### config.mk
export PLATFORM = sky130hd
export DESIGN_NAME = uart_rx
export DESIGN_NICKNAME = d
export VERILOG_FILES = /design/src/rtl/uart_rx.sv
export SDC_FILE = /design/constraint.sdc
export NUM_CORES = 1
export LEC_CHECK = 0
export ABC_AREA = 1
export BUFFER_PORTS_ARGS = -buffer_cell sky130_fd_sc_hd__buf_2
export CORE_MARGIN = 2
export CORE_UTILIZATION = 51
export CTS_BUF_LIST = sky130_fd_sc_hd__clkbuf_8
export DETAILED_ROUTE_END_ITERATION = 8
export PLACE_DENSITY = 0.7
export SLEW_MARGIN = 25
export SYNTH_ARGS = -nofsm -noshare
export SYNTH_HDL_FRONTEND = slang
export SYNTH_SLANG_ARGS = --single-unit
### constraint.sdc
create_clock -name CLK -period 2.7 [get_ports CLK]
set_input_delay 0.405 -clock CLK [delete_from_list [all_inputs] [get_ports CLK]]
set_output_delay 0.405 -clock CLK [all_outputs]
set_load 0.02 [all_outputs]
### src/rtl/uart_rx.sv
// uart_rx: 8N1 asynchronous serial receiver, LSB first.
// RXD is resynchronised with two flops, the start bit is qualified at its
// centre, and each data/stop bit is then sampled one full bit period apart.
// A low stop bit raises a one-cycle FERR and parks the FSM in BREAK until
// the line returns high, so a held-low line never looks like a new start.
module uart_rx #(
    parameter int BAUD_DIV = 868
) (
    input  logic       CLK,
    input  logic       RST,
    input  logic       EN,
    input  logic       RXD,
    output logic [7:0] DATA,
    output logic       VALID,
    output logic       FERR,
    output logic       BUSY
);

    localparam int CW = (BAUD_DIV > 2) ? $clog2(BAUD_DIV) : 1;
    localparam logic [CW-1:0] CNT_ZERO = CW'(0);
    localparam logic [CW-1:0] CNT_ONE  = CW'(1);
    localparam logic [CW-1:0] CNT_LAST = CW'(BAUD_DIV - 1);
    localparam logic [CW-1:0] CNT_HALF = CW'(BAUD_DIV / 2 - 1);

    typedef enum logic [2:0] {
        S_IDLE  = 3'd0,
        S_START = 3'd1,
        S_DATA  = 3'd2,
        S_STOP  = 3'd3,
        S_BREAK = 3'd4
    } state_t;

    logic          r_sync1;
    logic          r_sync2;
    state_t        r_state;
    logic [CW-1:0] r_cnt;
    logic [2:0]    r_idx;
    logic [7:0]    r_sh;
    logic [7:0]    r_data;
    logic          r_valid;
    logic          r_ferr;
    logic          r_busy;

    state_t        w_state_nxt;
    logic [CW-1:0] w_cnt_nxt;
    logic [2:0]    w_idx_nxt;
    logic [7:0]    w_sh_nxt;
    logic [7:0]    w_data_nxt;
    logic          w_valid_nxt;
    logic          w_ferr_nxt;
    logic          w_rx_s;
    logic          w_cnt_last;

    assign w_rx_s     = r_sync2;
    assign w_cnt_last = (r_cnt == CNT_LAST);

    // Two-flop synchroniser for the asynchronous serial line; runs regardless of EN.
    always_ff @(posedge CLK or posedge RST) begin
        if (RST) begin
            r_sync1 <= 1'b1;
            r_sync2 <= 1'b1;
        end else begin
            r_sync1 <= RXD;
            r_sync2 <= r_sync1;
        end
    end

    // Next-state and next-output logic for the receive FSM.
    always_comb begin
        w_state_nxt = r_state;
        w_cnt_nxt   = r_cnt;
        w_idx_nxt   = r_idx;
        w_sh_nxt    = r_sh;
        w_data_nxt  = r_data;
        w_valid_nxt = 1'b0;
        w_ferr_nxt  = 1'b0;
        if (!EN) begin
            // Disable aborts any frame; the last good byte is kept.
            w_state_nxt = S_IDLE;
            w_cnt_nxt   = CNT_ZERO;
            w_idx_nxt   = 3'd0;
        end else begin
            case (r_state)
                S_IDLE: begin
                    w_cnt_nxt = CNT_ZERO;
                    w_idx_nxt = 3'd0;
                    if (!w_rx_s) begin
                        w_state_nxt = S_START;
                    end else begin
                        w_state_nxt = S_IDLE;
                    end
                end
                S_START: begin
                    if (r_cnt == CNT_HALF) begin
                        w_cnt_nxt = CNT_ZERO;
                        // Still low at the start-bit centre: a real start, else a glitch.
                        if (!w_rx_s) begin
                            w_state_nxt = S_DATA;
                        end else begin
                            w_state_nxt = S_IDLE;
                        end
                    end else begin
                        w_cnt_nxt = r_cnt + CNT_ONE;
                    end
                end
                S_DATA: begin
                    if (w_cnt_last) begin
                        w_cnt_nxt = CNT_ZERO;
                        w_sh_nxt  = {w_rx_s, r_sh[7:1]};
                        w_idx_nxt = r_idx + 3'd1;
                        if (r_idx == 3'd7) begin
                            w_state_nxt = S_STOP;
                        end else begin
                            w_state_nxt = S_DATA;
                        end
                    end else begin
                        w_cnt_nxt = r_cnt + CNT_ONE;
                    end
                end
                S_STOP: begin
                    if (w_cnt_last) begin
                        w_cnt_nxt = CNT_ZERO;
                        if (w_rx_s) begin
                            w_data_nxt  = r_sh;
                            w_valid_nxt = 1'b1;
                            w_state_nxt = S_IDLE;
                        end else begin
                            w_ferr_nxt  = 1'b1;
                            w_state_nxt = S_BREAK;
                        end
                    end else begin
                        w_cnt_nxt = r_cnt + CNT_ONE;
                    end
                end
                S_BREAK: begin
                    w_cnt_nxt = CNT_ZERO;
                    if (w_rx_s) begin
                        w_state_nxt = S_IDLE;
                    end else begin
                        w_state_nxt = S_BREAK;
                    end
                end
                default: begin
                    w_state_nxt = S_IDLE;
                    w_cnt_nxt   = CNT_ZERO;
                    w_idx_nxt   = 3'd0;
                end
            endcase
        end
    end

    // State, datapath and registered output flops.
    always_ff @(posedge CLK or posedge RST) begin
        if (RST) begin
            r_state <= S_IDLE;
            r_cnt   <= CNT_ZERO;
            r_idx   <= 3'd0;
            r_sh    <= 8'h00;
            r_data  <= 8'h00;
            r_valid <= 1'b0;
            r_ferr  <= 1'b0;
            r_busy  <= 1'b0;
        end else begin
            r_state <= w_state_nxt;
            r_cnt   <= w_cnt_nxt;
            r_idx   <= w_idx_nxt;
            r_sh    <= w_sh_nxt;
            r_data  <= w_data_nxt;
            r_valid <= w_valid_nxt;
            r_ferr  <= w_ferr_nxt;
            r_busy  <= (w_state_nxt != S_IDLE);
        end
    end

    assign DATA  = r_data;
    assign VALID = r_valid;
    assign FERR  = r_ferr;
    assign BUSY  = r_busy;

endmodule
==> run_results.csv <==
group,metric,value,unit
run_status,status,"finished clean",
worst_setup_path,worst-setup-path-type,"reg2reg",
final_layout,fin_nets,217,
timing,finalCriticalPeriod,1.68,ns
floorplan,row_count,21,
placed_design,place_ws,1.04,ns
timing,final.setup.tns,0,ns
floorplan,core_area,3340,sq um
placed_design,dp_hpwl,2.24,mm
cts,clock_sinks,37,
floorplan,io_pins,15,
timing,fin_skew,0.00457,ns
logic_synthesis,synth.top_cell.area_share,0.498,
power,p_per_area,501,nW/um^2
worst_setup_path,worstPathArrival,1.86,ns
logic_synthesis,synth_common_cells,"40 x nand2_1, 35 x dfrtp_1, 26 x inv_1, 18 x nor2_1, 15 x o21ai_2",
timing,setup_viol_count_final,0,
logic_synthesis,ys_seq_area_frac,0.527,
timing,rsz0062_at_grt,"no",
logic_synthesis,yosys_warnings,0,
floorplan,die_w,62.8,microns
logic_synthesis,synth_seq_cells,37,
timing,fmax,594,MHz
timing,whs,0.196,ns
global_routing,track_usage,0.183,
global_routing,grt_pass1_wl,5.59,mm
cts,clk_latency,0.28,ns
power,finalPower,0.983,mW
power,ir_worst_vdd,331,uV
routing,finalWirelength,3.03,mm
routing,routedWlPerCell,11.8,microns
routing,drc,0,
logic_synthesis,synth_top_cell_by_area,"dfrtp_1",
worst_setup_path,critPathTopFamily,"simple AND/OR/NAND/NOR gates",
cts,root_buffer,"clkbuf_8",
floorplan,die_area,3940,sq um
placed_design,place.gp.congestion,0.869,
floorplan,dieHeight,62.8,microns
cts,htree_levels,2,
cts,clockBufferDepth,2,
timing,relSlewSlack,0.568,
global_routing,antenna_found_initial,0,
worst_setup_path,required,2.87,ns
power,p_leak,1.01,nW
cts,cts_hold_buf,0,
timing,hold_viol,0,
worst_setup_path,cp.buffers_inverters,1,
routing,vias_per_cell,4.84,
timing,worst_slack,1.02,ns
timing,slew_violations,0,
routing,vias,1239,
logic_synthesis,ys.flop_type,"dfrtp_1",
global_routing,grt_pass1_vias,1306,
logic_synthesis,synth.net_count,197,
logic_synthesis,syn_avg_cell_area,9.31,sq um
logic_synthesis,syn_inst,189,
final_layout,drive_above_1_share,0.271,
logic_synthesis,syn_area,1760,sq um
logic_synthesis,synthArstFlopShare,1.00,
cts,post_cts_resized,0,
worst_setup_path,critical_path.max_fanout,16,
placed_design,port_buffers,14,
logic_synthesis,yosys.cell_types.count,26,
routing,drtIter0Drc,50,
final_layout,area_growth_syn_to_layout,11.5,%
final_layout,fill_cells,309,
routing,antenna_left,0,
final_layout,antennaDiodeCount,0,
worst_setup_path,slowest_delay,0.40,ns
hold_path,hold_path.class,"in2async",
cts,cts.clk_slew.worst_paths,0.07,ns
worst_setup_path,critPathSlowestCell,"dfrtp_1",
worst_setup_path,path_cells,"ha_1 > nand2_2 > nor2_4 > nand3_4 > inv_2 > nand2_2 > a22o_2",
floorplan,start_util,0.528,
global_routing,grt_max_degree,22,
worst_setup_path,timing.critical_path.mode_cell,"nand2_2",
final_layout,fin_util,0.588,
cts,cts_tree,"yes",
timing,fin_crit_sh,0.624,
worst_setup_path,crit_path_end_kind,"flop",
logic_synthesis,synth.area.top_cells,"dfrtp_1 50%, nand2_1 8.5%, o21ai_2 7.5%, inv_1 5.5%, nor2_1 3.8%",
timing,worst_pin_slew,0.647,ns
worst_setup_path,cp-start-kind,"flop",
routing,first_pass_iters,4,
job,drv_cap,0,
cts,cts_made_buffers,5,
logic_synthesis,synth-edff-count,0,
global_routing,gr-total-overflow,0,
logic_synthesis,synth.most_common_cell,"nand2_1",
cts,cts_setup_buffers,0,
## cells in the final DEF (no fill, tap or decap)
cell and instances:
a21oi_1 1, nand2_2 7, dfstp_2 2, a22o_2 1, nor4_1 1, clkbuf_8 6, dfrtp_1 35, nor2_2 5
nand3_4 1, nand2_1 40, nor3b_1 1, o21ai_1 1, xnor2_1 1, buf_2 14, inv_2 2, ha_1 4
buf_4 1, inv_1 28, nand2_4 1, xor2_1 5, nand4_1 1, o21ai_0 3, o21ai_2 15, clkinv_1 1
nor2_4 2, nand3b_1 1, nor2_1 18, nand3_1 12
## final cells by class
| type | count | area [sq um] | area share |
|---|---|---|---|
| Clock buffer | 6 | 82.6 | 0.0421 |
| Clock inverter | 2 | 7.51 | 0.00382 |
| Inverter | 29 | 109 | 0.0554 |
| Multi-Input combinational cell | 121 | 701 | 0.357 |
| Sequential cell | 37 | 928 | 0.473 |
| Tap cell | 46 | 57.6 | 0.0293 |
| Timing Repair Buffer | 15 | 77.6 | 0.0395 |
## final timing paths
kind / from / endpoint / slack [ns] / cells past startpoint
setup / recovery: r_cnt[0]$_DFF_PP0_ / r_sh[7]$_DFFE_PP0P_ / 1.02 / 7
hold / removal: RST / r_cnt[4]$_DFF_PP0_ / 0.20 / 2
setup reg to reg: r_cnt[0]$_DFF_PP0_ / r_sh[7]$_DFFE_PP0P_ / 1.02 / 7
hold reg to reg: r_sync1$_DFF_PP1_ / r_sync2$_DFF_PP1_ / 0.36 / 0
max in group asynchronous: RST / r_sync2$_DFF_PP1_ / 1.73 / 3
min in group CLK: RXD / r_sync1$_DFF_PP1_ / 0.22 / 1
## cell families (layout without fill, tap and decap cells)
family,count (synthesis),in the layout,share of synthesized area
AO/OA/AOI/OAI,21,21,0.0945
buffers and inverters,31,52,0.0746
XOR/XNOR,6,6,0.0299
adder cells (fa/ha/maj),4,4,0.0284
flip-flops,37,37,0.527
AND/OR/NAND/NOR,90,90,0.245
## registers in the layout (all words and copies together), names as in the netlist
| register | flops |
|---|---|
| r_idx | 3 |
| FERR | 1 |
| BUSY | 1 |
| r_sync1 | 1 |
| r_cnt | 10 |
| r_state | 3 |
| VALID | 1 |
| r_sync2 | 1 |
| DATA | 8 |
| r_sh | 8 |
## layer usage
layer / GRT usage / share of wire / vias to the layer above
met4: 0.0806 / 0.015 / 0
met5: 0 / 0 / -
li1: - / - / 626
met1: 0.205 / 0.43 / 588
met3: 0.0577 / 0.041 / 6
met2: 0.320 / 0.52 / 19
## per-stage QoR
step / area [sq um] / std cells
floorplan: 1760 / 189
global placement: 1870 / 248
detailed placement: 1870 / 248
CTS: 1960 / 256
global route: 1960 / 256
finish: 1960 / 256
## power by group
part           leakage (nW)  total (mW)  switching [mW]  internal [mW]
combinational         0.446      0.0348          0.0261        0.00870
clock                0.0538       0.384           0.184          0.200
sequential            0.507       0.564         0.00365          0.560
Note: power is estimated with default switching activity, not from simulation.
